$ cat config.mk
export PLATFORM = sky130hd
export DESIGN_NAME = operand_fetch_flat
export DESIGN_NICKNAME = d
export VERILOG_FILES = /design/src/rtl/operand_fetch_pkg.sv /design/src/rtl/operand_fetch_if.sv /design/src/rtl/operand_scoreboard.sv /design/src/rtl/operand_fetch.sv /design/src/flat_wrapper.sv
export SDC_FILE = /design/constraint.sdc
export NUM_CORES = 1
export LEC_CHECK = 0
export CORE_UTILIZATION = 41
export CTS_BUF_LIST = sky130_fd_sc_hd__clkbuf_4 sky130_fd_sc_hd__clkbuf_8 sky130_fd_sc_hd__clkbuf_16
export DETAILED_ROUTE_END_ITERATION = 6
export PLACE_DENSITY_LB_ADDON = 0.25
export SLEW_MARGIN = 0
export SYNTH_ARGS = -nofsm -noshare
export SYNTH_HDL_FRONTEND = slang
export SYNTH_SLANG_ARGS = --single-unit
$ cat constraint.sdc
create_clock -name clk -period 4.6 [get_ports clk]
set_clock_uncertainty 0.2 [all_clocks]
set_input_delay 0.92 -clock clk [delete_from_list [all_inputs] [get_ports clk]]
set_output_delay 0.92 -clock clk [all_outputs]
set_load 0.02 [all_outputs]
$ cat src/rtl/operand_fetch_pkg.sv
// Shared constants, types and the forwarding helper for the operand fetch stage.
package operand_fetch_pkg;

   localparam int unsigned TOTAL_REG = 32;
   localparam int unsigned WIDTH_REG = 32;
   localparam int unsigned ADDR_W    = 5;

   typedef logic [ADDR_W-1:0]    regIdx_t;
   typedef logic [WIDTH_REG-1:0] regData_t;
   typedef logic [ADDR_W:0]      regCount_t;

   typedef struct packed {
      regData_t op1;
      regData_t op2;
      regIdx_t  dr;
      logic     wen;
   } opBundle_t;

   // Writeback landing this cycle beats the bank, which only sees it after the edge.
   function automatic regData_t fwdSelect(input logic     wbValid,
                                          input regIdx_t  wbDr,
                                          input regData_t wbData,
                                          input regIdx_t  src,
                                          input regData_t rdData);
      return (wbValid && (wbDr == src)) ? wbData : rdData;
   endfunction

endpackage

$ cat src/rtl/operand_fetch_if.sv
// Decode, execute, writeback and register-bank signals of the operand fetch stage.
interface operand_fetch_if;
   import operand_fetch_pkg::*;

   logic      in_valid;
   logic      in_ready;
   regIdx_t   in_sr1;
   regIdx_t   in_sr2;
   regIdx_t   in_dr;
   logic      in_wen;

   regIdx_t   rf_sr1;
   regIdx_t   rf_sr2;
   regData_t  rf_rdData1;
   regData_t  rf_rdData2;
   logic      rf_write;
   regIdx_t   rf_dr;
   regData_t  rf_wrData;

   logic      out_valid;
   logic      out_ready;
   regData_t  out_op1;
   regData_t  out_op2;
   regIdx_t   out_dr;
   logic      out_wen;

   logic      wb_valid;
   regIdx_t   wb_dr;
   regData_t  wb_data;

   regCount_t outstanding;
   logic      sb_err;

   // Environment side: decode, execute and the register bank.
   modport master (
      output in_valid, in_sr1, in_sr2, in_dr, in_wen,
      output rf_rdData1, rf_rdData2,
      output out_ready,
      output wb_valid, wb_dr, wb_data,
      input  in_ready, rf_sr1, rf_sr2, rf_write, rf_dr, rf_wrData,
      input  out_valid, out_op1, out_op2, out_dr, out_wen,
      input  outstanding, sb_err
   );

   modport slave (
      input  in_valid, in_sr1, in_sr2, in_dr, in_wen,
      input  rf_rdData1, rf_rdData2,
      input  out_ready,
      input  wb_valid, wb_dr, wb_data,
      output in_ready, rf_sr1, rf_sr2, rf_write, rf_dr, rf_wrData,
      output out_valid, out_op1, out_op2, out_dr, out_wen,
      output outstanding, sb_err
   );

endinterface

$ cat src/rtl/operand_scoreboard.sv
// Pending-destination scoreboard: hazard detection, outstanding count and sticky error flag.
module operand_scoreboard
   import operand_fetch_pkg::*;
(
   input  logic      clk,
   input  logic      reset,
   input  logic      accept,
   input  logic      inWen,
   input  regIdx_t   inDr,
   input  regIdx_t   inSr1,
   input  regIdx_t   inSr2,
   input  logic      wbValid,
   input  regIdx_t   wbDr,
   output logic      hazard,
   output regCount_t outstanding,
   output logic      sbErr
);

   logic [TOTAL_REG-1:0] pendingQ, pendingD;
   regCount_t            outstandingQ, outstandingD;
   logic                 sbErrQ, sbErrD;
   logic                 hz1, hz2, hzw, wbHit, setPend;

   always_comb begin
      // Sources may bypass a same-cycle writeback; a WAW destination never does.
      hz1     = pendingQ[inSr1] && !(wbValid && (wbDr == inSr1));
      hz2     = pendingQ[inSr2] && !(wbValid && (wbDr == inSr2));
      hzw     = inWen && pendingQ[inDr];
      hazard  = hz1 || hz2 || hzw;

      wbHit   = wbValid && pendingQ[wbDr];
      setPend = accept && inWen;

      pendingD = pendingQ;
      if (wbValid) begin
         pendingD[wbDr] = 1'b0;
      end
      if (setPend) begin
         pendingD[inDr] = 1'b1;
      end

      outstandingD = outstandingQ;
      if (setPend && !wbHit) begin
         outstandingD = outstandingQ + regCount_t'(1);
      end else if (!setPend && wbHit) begin
         outstandingD = outstandingQ - regCount_t'(1);
      end

      sbErrD = sbErrQ || (wbValid && !pendingQ[wbDr]);
   end

   always_ff @(posedge clk) begin
      if (!reset) begin
         pendingQ     <= '0;
         outstandingQ <= '0;
         sbErrQ       <= 1'b0;
      end else begin
         pendingQ     <= pendingD;
         outstandingQ <= outstandingD;
         sbErrQ       <= sbErrD;
      end
   end

   assign outstanding = outstandingQ;
   assign sbErr       = sbErrQ;

endmodule

$ cat src/rtl/operand_fetch.sv
// Operand fetch: decode handshake, writeback forwarding and registered operand bundle to execute.
module operand_fetch
   import operand_fetch_pkg::*;
(
   input  logic           clk,
   input  logic           reset,
   operand_fetch_if.slave bus
);

   opBundle_t bundleQ, bundleD;
   logic      outValidQ, outValidD;
   logic      hazard, accept;

   operand_scoreboard u_scoreboard (
      .clk         (clk),
      .reset       (reset),
      .accept      (accept),
      .inWen       (bus.in_wen),
      .inDr        (bus.in_dr),
      .inSr1       (bus.in_sr1),
      .inSr2       (bus.in_sr2),
      .wbValid     (bus.wb_valid),
      .wbDr        (bus.wb_dr),
      .hazard      (hazard),
      .outstanding (bus.outstanding),
      .sbErr       (bus.sb_err)
   );

   assign bus.rf_sr1    = bus.in_sr1;
   assign bus.rf_sr2    = bus.in_sr2;
   assign bus.rf_write  = reset && bus.wb_valid;
   assign bus.rf_dr     = bus.wb_dr;
   assign bus.rf_wrData = bus.wb_data;

   assign bus.in_ready = reset && (!outValidQ || bus.out_ready) && !hazard;
   assign accept       = bus.in_valid && bus.in_ready;

   always_comb begin
      bundleD   = bundleQ;
      outValidD = outValidQ;
      if (accept) begin
         bundleD.op1 = fwdSelect(bus.wb_valid, bus.wb_dr, bus.wb_data, bus.in_sr1,
                                 bus.rf_rdData1);
         bundleD.op2 = fwdSelect(bus.wb_valid, bus.wb_dr, bus.wb_data, bus.in_sr2,
                                 bus.rf_rdData2);
         bundleD.dr  = bus.in_dr;
         bundleD.wen = bus.in_wen;
         outValidD   = 1'b1;
      end else if (outValidQ && bus.out_ready) begin
         // Payload is left in place after a drain; only the valid flag drops.
         outValidD = 1'b0;
      end
   end

   always_ff @(posedge clk) begin
      if (!reset) begin
         bundleQ   <= '0;
         outValidQ <= 1'b0;
      end else begin
         bundleQ   <= bundleD;
         outValidQ <= outValidD;
      end
   end

   assign bus.out_valid = outValidQ;
   assign bus.out_op1   = bundleQ.op1;
   assign bus.out_op2   = bundleQ.op2;
   assign bus.out_dr    = bundleQ.dr;
   assign bus.out_wen   = bundleQ.wen;

endmodule

$ cat src/flat_wrapper.sv
// flat-port wrapper written by rule: the top's interface ports become plain ports
module operand_fetch_flat import operand_fetch_pkg::*;
  (clk, reset, bus_in_valid, bus_in_sr1, bus_in_sr2, bus_in_dr, bus_in_wen, bus_rf_rdData1, bus_rf_rdData2, bus_out_ready, bus_wb_valid, bus_wb_dr, bus_wb_data, bus_in_ready, bus_rf_sr1, bus_rf_sr2, bus_rf_write, bus_rf_dr, bus_rf_wrData, bus_out_valid, bus_out_op1, bus_out_op2, bus_out_dr, bus_out_wen, bus_outstanding, bus_sb_err);
  operand_fetch_if bus_i ();
  input  logic clk;
  input  logic reset;
  input wire logic [$bits(bus_i.in_valid)-1:0] bus_in_valid;
  input wire logic [$bits(bus_i.in_sr1)-1:0] bus_in_sr1;
  input wire logic [$bits(bus_i.in_sr2)-1:0] bus_in_sr2;
  input wire logic [$bits(bus_i.in_dr)-1:0] bus_in_dr;
  input wire logic [$bits(bus_i.in_wen)-1:0] bus_in_wen;
  input wire logic [$bits(bus_i.rf_rdData1)-1:0] bus_rf_rdData1;
  input wire logic [$bits(bus_i.rf_rdData2)-1:0] bus_rf_rdData2;
  input wire logic [$bits(bus_i.out_ready)-1:0] bus_out_ready;
  input wire logic [$bits(bus_i.wb_valid)-1:0] bus_wb_valid;
  input wire logic [$bits(bus_i.wb_dr)-1:0] bus_wb_dr;
  input wire logic [$bits(bus_i.wb_data)-1:0] bus_wb_data;
  output wire logic [$bits(bus_i.in_ready)-1:0] bus_in_ready;
  output wire logic [$bits(bus_i.rf_sr1)-1:0] bus_rf_sr1;
  output wire logic [$bits(bus_i.rf_sr2)-1:0] bus_rf_sr2;
  output wire logic [$bits(bus_i.rf_write)-1:0] bus_rf_write;
  output wire logic [$bits(bus_i.rf_dr)-1:0] bus_rf_dr;
  output wire logic [$bits(bus_i.rf_wrData)-1:0] bus_rf_wrData;
  output wire logic [$bits(bus_i.out_valid)-1:0] bus_out_valid;
  output wire logic [$bits(bus_i.out_op1)-1:0] bus_out_op1;
  output wire logic [$bits(bus_i.out_op2)-1:0] bus_out_op2;
  output wire logic [$bits(bus_i.out_dr)-1:0] bus_out_dr;
  output wire logic [$bits(bus_i.out_wen)-1:0] bus_out_wen;
  output wire logic [$bits(bus_i.outstanding)-1:0] bus_outstanding;
  output wire logic [$bits(bus_i.sb_err)-1:0] bus_sb_err;
  assign bus_i.in_valid = bus_in_valid;
  assign bus_i.in_sr1 = bus_in_sr1;
  assign bus_i.in_sr2 = bus_in_sr2;
  assign bus_i.in_dr = bus_in_dr;
  assign bus_i.in_wen = bus_in_wen;
  assign bus_i.rf_rdData1 = bus_rf_rdData1;
  assign bus_i.rf_rdData2 = bus_rf_rdData2;
  assign bus_i.out_ready = bus_out_ready;
  assign bus_i.wb_valid = bus_wb_valid;
  assign bus_i.wb_dr = bus_wb_dr;
  assign bus_i.wb_data = bus_wb_data;
  assign bus_in_ready = bus_i.in_ready;
  assign bus_rf_sr1 = bus_i.rf_sr1;
  assign bus_rf_sr2 = bus_i.rf_sr2;
  assign bus_rf_write = bus_i.rf_write;
  assign bus_rf_dr = bus_i.rf_dr;
  assign bus_rf_wrData = bus_i.rf_wrData;
  assign bus_out_valid = bus_i.out_valid;
  assign bus_out_op1 = bus_i.out_op1;
  assign bus_out_op2 = bus_i.out_op2;
  assign bus_out_dr = bus_i.out_dr;
  assign bus_out_wen = bus_i.out_wen;
  assign bus_outstanding = bus_i.outstanding;
  assign bus_sb_err = bus_i.sb_err;
  operand_fetch u_core (.clk(clk), .reset(reset), .bus(bus_i));
endmodule
# After elaboration in Yosys (flattened, before gate mapping)
# Index checks and enable logic that the tools add are counted.
# totals
input_bits,122
reg_bits,110
# classes
add_sub_neg,2
order_cmp,6
n_mux,20
reduce_logical,30
bitwise,3
n_eq_ne,2
# ops
operator,count
$mux W32,4
$and A32 B32 Y32,1
$not A32 Y32,1
$or A32 B32 Y32,1
$lt A5 B6 Y1 const B,4
$bmux W1 S5,4
$logic_and A1 B1 Y1,17
$mux W6,2
$demux W1 S5,2
$eq A5 B5 Y1,2
$ge A5 B1 Y1 const B,2
$mux W1,8
$logic_not A1 Y1,7
$add A6 B1 Y6 const B,1
$sub A6 B1 Y6 const B,1
$logic_or A1 B1 Y1,4
$reduce_bool A2 Y1,2

# Depth between registers and ports, before layout
# logic_depth
word_depth,14
mapped_depth,17
ltp_nobuf,15

# Modules after synthesis
# A second synthesis with hierarchy kept.
# unflattened
cells_unflattened,714
area_unflattened_um2,6520.0
# by_module_without_submodules
mod,cells_per_inst,area_each_um2,seq_area_each_um2,n_inst
operand_fetch,416,3598.5,1421.4,1
operand_scoreboard,298,2921.6,780.7,1

# Worst setup path after synthesis
# Ideal clock, no wire load.
# synth_timing
path_type,in2reg
start,input port bus_in_dr[0]
end,"register u_core.u_scoreboard.outstandingQ[5], in the netlist u_core.u_scoreboard.outstanding[5]"
arrival_time_ns,4.451
slack_ns,-0.166
setup_time_ns,0.115
required_time_ns,4.285
cell_stages,16
path_cell_list,buf_4 mux4_2 a32o_1 o41ai_2 o41ai_2 nor4_1 ha_1 inv_1 ha_1 a21oi_1 a21boi_0 o21a_1 or3_1 a21oi_1 xor2_1 and2_1
# synth_between
elab_chain_cells,11
elab_cells_between_ends,13
# synth_lines
element,line,text
from (decl),flat_wrapper.sv:10,input wire logic [$bits(bus_i.in_dr)-1:0] bus_in_dr;
$bmux W1 S5 (*),operand_scoreboard.sv:28,hzw = inWen && pendingQ[inDr];
$mux W1 (not written as such) (*),operand_scoreboard.sv:28,
$logic_and A1 B1 Y1 (*),operand_scoreboard.sv:28,
$logic_or A1 B1 Y1 (*),operand_scoreboard.sv:29,hazard = hz1 || hz2 || hzw;
$logic_not A1 Y1 (*),operand_fetch.sv:35,assign bus.in_ready = reset && (!outValidQ || bus.out_ready) && !hazard;
$logic_and A1 B1 Y1 (*),operand_fetch.sv:35,
$logic_and A1 B1 Y1 (*),operand_fetch.sv:36,assign accept = bus.in_valid && bus.in_ready;
$logic_and A1 B1 Y1 (*),operand_scoreboard.sv:32,setPend = accept && inWen;
$logic_not A1 Y1,operand_scoreboard.sv:45,end else if (!setPend && wbHit) begin
$logic_and A1 B1 Y1,operand_scoreboard.sv:45,
$reduce_bool A2 Y1 (no line),n/a,
to (signal assigned),operand_scoreboard.sv:59,outstandingQ <= outstandingD;
to (decl),operand_scoreboard.sv:20,"regCount_t outstandingQ, outstandingD;"
# Mark *: on every way between the ends. The rest lies on a longest branch, timed or not. The select of a mux whose other input is x is not followed.
# A chain may end at the register's enable or synchronous reset.

# Worst setup path in the final report
# layout_timing
start,input port bus_in_dr[0]
end,output port bus_in_ready
# layout_between
elab_chain_cells,6
# layout_lines
element,line,text
$bmux W1 S5,operand_scoreboard.sv:28,
$mux W1 (not written as such),operand_scoreboard.sv:28,
$logic_and A1 B1 Y1,operand_scoreboard.sv:28,
$logic_or A1 B1 Y1,operand_scoreboard.sv:29,
$logic_not A1 Y1,operand_fetch.sv:35,
$logic_and A1 B1 Y1,operand_fetch.sv:35,
to (decl),flat_wrapper.sv:18,output wire logic [$bits(bus_i.in_ready)-1:0] bus_in_ready;
# Every way passes these cells. The select of a mux whose other input is x is not followed.

==> results.txt <==
status - finished, final reports clean
DRC violations left - 0
htree depth - 3
Fill cells - 1344
pwr dens - 249 nW/um2
antenna violations before repair - 0
leading area contributor after synthesis - dfxtp_1
Worst Setup Start Kind - input port
Crit Path Max Fanout - 6
ranking of synthesized cells by area - dfxtp_1, mux4_2, mux2_2
Clock Tree Root - clkbuf_16
full die area - 16400 um2
FP Rows - 45
Seq cells post-synth - 110
post-route ant nets - 0
GP Congestion - 0.932
routed len/inst - 17.1 um
Worst VDD drop - 197 uV
Finished Layout Cells - 1161
via count of the first global-routing pass - 5646
Final Core Density - 63.4%
final hold vios - 0
Area Growth Syn to Fin - 49.2%
Comb pwr share - 26.0%
CTS tree - built
total of max-cap violations - 0
Final Critical Period - 4.42 ns
Data required, critical path - 3.48 ns
Worst Tran Pin Value - 1.08 ns
remaining global-route overflow - 0
setup TNS - 0 ns
RSZ-0062 raised after global routing - true
async set-or-reset flop fraction in the synthesized netlist - 0%
Max clock buf depth - 2
placed inst area - 9230 um2
post-route design area - 9750 um2
Initial Utilization - 42.5%
num ports - 249
Hold/Removal Path Class - reg -> reg
Rel. slew slack - 27.8%
Distinct cells, synth - 50
Final Max Tran Viols - 0
Routed WL - 19900 um
Int Power - 1.73 mW
buffers added on ports - 248
Main synth FF type - dfxtp_1
critical path class - in -> out
fraction of layout cells with a size suffix above 1 - 22.1%
Net Count, Synth - 846
Final nets - 1074
final hold slack - 0.250 ns
YS warnings - 0
ANT cells - 0
Die Y - 128 um
die width - 128 um
Post-synth EDFFs - 0
synthesized area - 6540 um2
final critical-path share of the clock period - 96.2%
placed insts - 1130
Max Fclk - 0.226 GHz
synthesized instance count - 717
Psw - 695 uW
dpl hpwl - 14200 um
Setup Viol. Count Final - 0
Core ar. - 15400 um2
via density per instance - 5.26
GRT Util Overall - 23.7%
Reg clk slew, reported paths - 0.07 ns
Crit. End Element - primary output
Leakage - 3.62 nW
pin count of the biggest net entering global routing - 103
DR pass1 iterations - 5
WP data arrival - 3.30 ns
first-pass GRT wire length - 30200 um
syn avg cell area - 9.11 um2
clock latency on the worst-skew pair - 0.35 ns
post-synthesis sequential area ratio - 33.7%
Detailed Route Iter0 Violations - 380
Num CTS Buffers - 9
Reg power frac - 42.3%
Sw Share - 28.6%
routed vias - 6110
Yosys top cell area share - 33.7%
Clock Sinks - 110
clock share of power - 31.6%
## cell usage after synthesis, types with 2 or more instances
cell,n
and3_1,2
and3b_1,2
nor2_1,7
xor2_1,5
mux2_2,64
or3_1,4
nand3b_1,7
a22o_1,2
ha_1,6
mux4_2,33
and2_1,8
nor3_1,5
mux2i_1,5
o21ai_0,90
nand2_1,155
nand3_4,2
o211ai_1,32
nand4_1,3
clkbuf_1,40
o31ai_1,2
a21oi_1,5
dfxtp_1,110
nor2b_1,4
o21ai_1,15
o21a_1,2
o41ai_2,2
a32o_1,2
buf_4,56
nor3b_1,2
nand3b_4,2
inv_1,8
or3b_2,3
buf_2,2
nand3_1,6
xnor2_1,9
## area by class of cell
type | instances | area, um2 | share of cell area [%]
Multi-Input combinational cell | 499 | 3820 | 39.2
Clock buffer | 11 | 246 | 2.53
Clock inverter | 5 | 38.8 | 0.398
Inverter | 8 | 32.5 | 0.334
Tap cell | 211 | 264 | 2.71
Sequential cell | 110 | 2200 | 22.6
Timing Repair Buffer | 317 | 3150 | 32.3
## power by group through the flow
stage / combinational [mW] / sequential, mW / clock [mW]
after floorplan: 0.247 / 1.11 / 0
after global placement: 0.613 / 1.05 / 0
after detailed placement: 0.615 / 1.05 / 0
after CTS: 0.621 / 1.03 / 0.792
after global routing: 0.677 / 1.03 / 0.833
final: 0.632 / 1.03 / 0.769
## path summary, 6_finish.rpt
check / from / end / slack, ns / depth (start not counted)
setup reg to reg: u_core.u_scoreboard.pendingQ[14]$_SDFF_PN0_ / u_core.u_scoreboard.outstanding[5]$_SDFFE_PN0P_ / 0.67 / 15
hold reg to reg: u_core.bus.out_op2[16]$_SDFFE_PN0N_ / u_core.bus.out_op2[16]$_SDFFE_PN0N_ / 0.25 / 2
setup / recovery: bus_in_dr[0] / bus_in_ready / 0.18 / 11
hold / removal: u_core.bus.out_op2[16]$_SDFFE_PN0N_ / u_core.bus.out_op2[16]$_SDFFE_PN0N_ / 0.25 / 2
## flip-flops by register name (all words and copies together) (netlist names)
| signal | flops |
|---|---|
| u_core.bus.out_op1 | 32 |
| u_core.u_scoreboard.pendingQ | 32 |
| u_core.u_scoreboard.sbErr | 1 |
| u_core.u_scoreboard.outstanding | 6 |
| u_core.bus.out_op2 | 32 |
| u_core.bus.out_dr | 5 |
| u_core.bus.out_wen | 1 |
| u_core.bus.out_valid | 1 |
## cell usage in the layout (no fill, tap or decap), types with 3 or more instances in the layout
master | Yosys | final
a21oi_1 | 5 | 3
and2_1 | 8 | 8
buf_12 | 0 | 9
buf_4 | 56 | 57
buf_6 | 1 | 3
clkbuf_16 | 0 | 10
clkdlybuf4s50_1 | 0 | 240
dfxtp_1 | 110 | 110
dlymetal6s2s_1 | 0 | 5
ha_4 | 0 | 3
inv_1 | 8 | 7
mux2_2 | 64 | 64
mux2i_1 | 5 | 5
mux4_2 | 33 | 33
nand2_1 | 155 | 155
nand3_1 | 6 | 5
nand3b_1 | 7 | 7
nand4_1 | 3 | 3
nor2_1 | 7 | 7
nor2b_1 | 4 | 4
nor3_1 | 5 | 3
o211ai_1 | 32 | 32
o21ai_0 | 90 | 90
o21ai_1 | 15 | 15
or3_1 | 4 | 4
or3b_2 | 3 | 3
xnor2_1 | 9 | 9
xor2_1 | 5 | 5
## kinds of logic after synthesis
| logic type | synth area share, % |
|---|---|
| and+or+nand+nor | 15.7 |
| AOI/OAI and AO/OA | 14.5 |
| DFF | 33.7 |
| buffers and inverters | 9.57 |
| muxes | 23.2 |
| xor gates and xnor gates | 1.88 |
| adders and majority gates | 1.46 |
## stage by stage
step / setup WS [ns] / power [mW]
after floorplan: 0.0207 / 1.36
after global placement: -0.692 / 1.66
after detailed placement: -0.779 / 1.67
after CTS: 0.0160 / 2.44
after global routing: -0.0840 / 2.54
final: 0.176 / 2.43
## routing by layer
layer	track usage, %	vias to the layer above	part of all wire [%]
met2	38.9	274	47
met5	0	-	0
met4	9.34	0	2.8
met1	29.9	2832	41
li1	-	2960	-
met3	5.93	44	8.6
## critical path, cell delays in order
cell and delay, ns:
buf_6 0.07, buf_12 0.11, buf_6 0.10, mux4_2 0.49, a32o_2 0.27, o41ai_4 0.40
o41ai_2 0.16, buf_4 0.15, buf_4 0.14, nor3_1 0.14, clkdlybuf4s15_1 0.34
## repair_timing
action                     in CTS  in global routing
setup endpoints to repair       4                  2
pin swaps                       4                 13
hold buffers                    0                  0
resized for setup              10                 19
setup buffers                   3                 10
gates cloned                    0                  2
No activity file was read; power rests on OpenSTA's default activity.
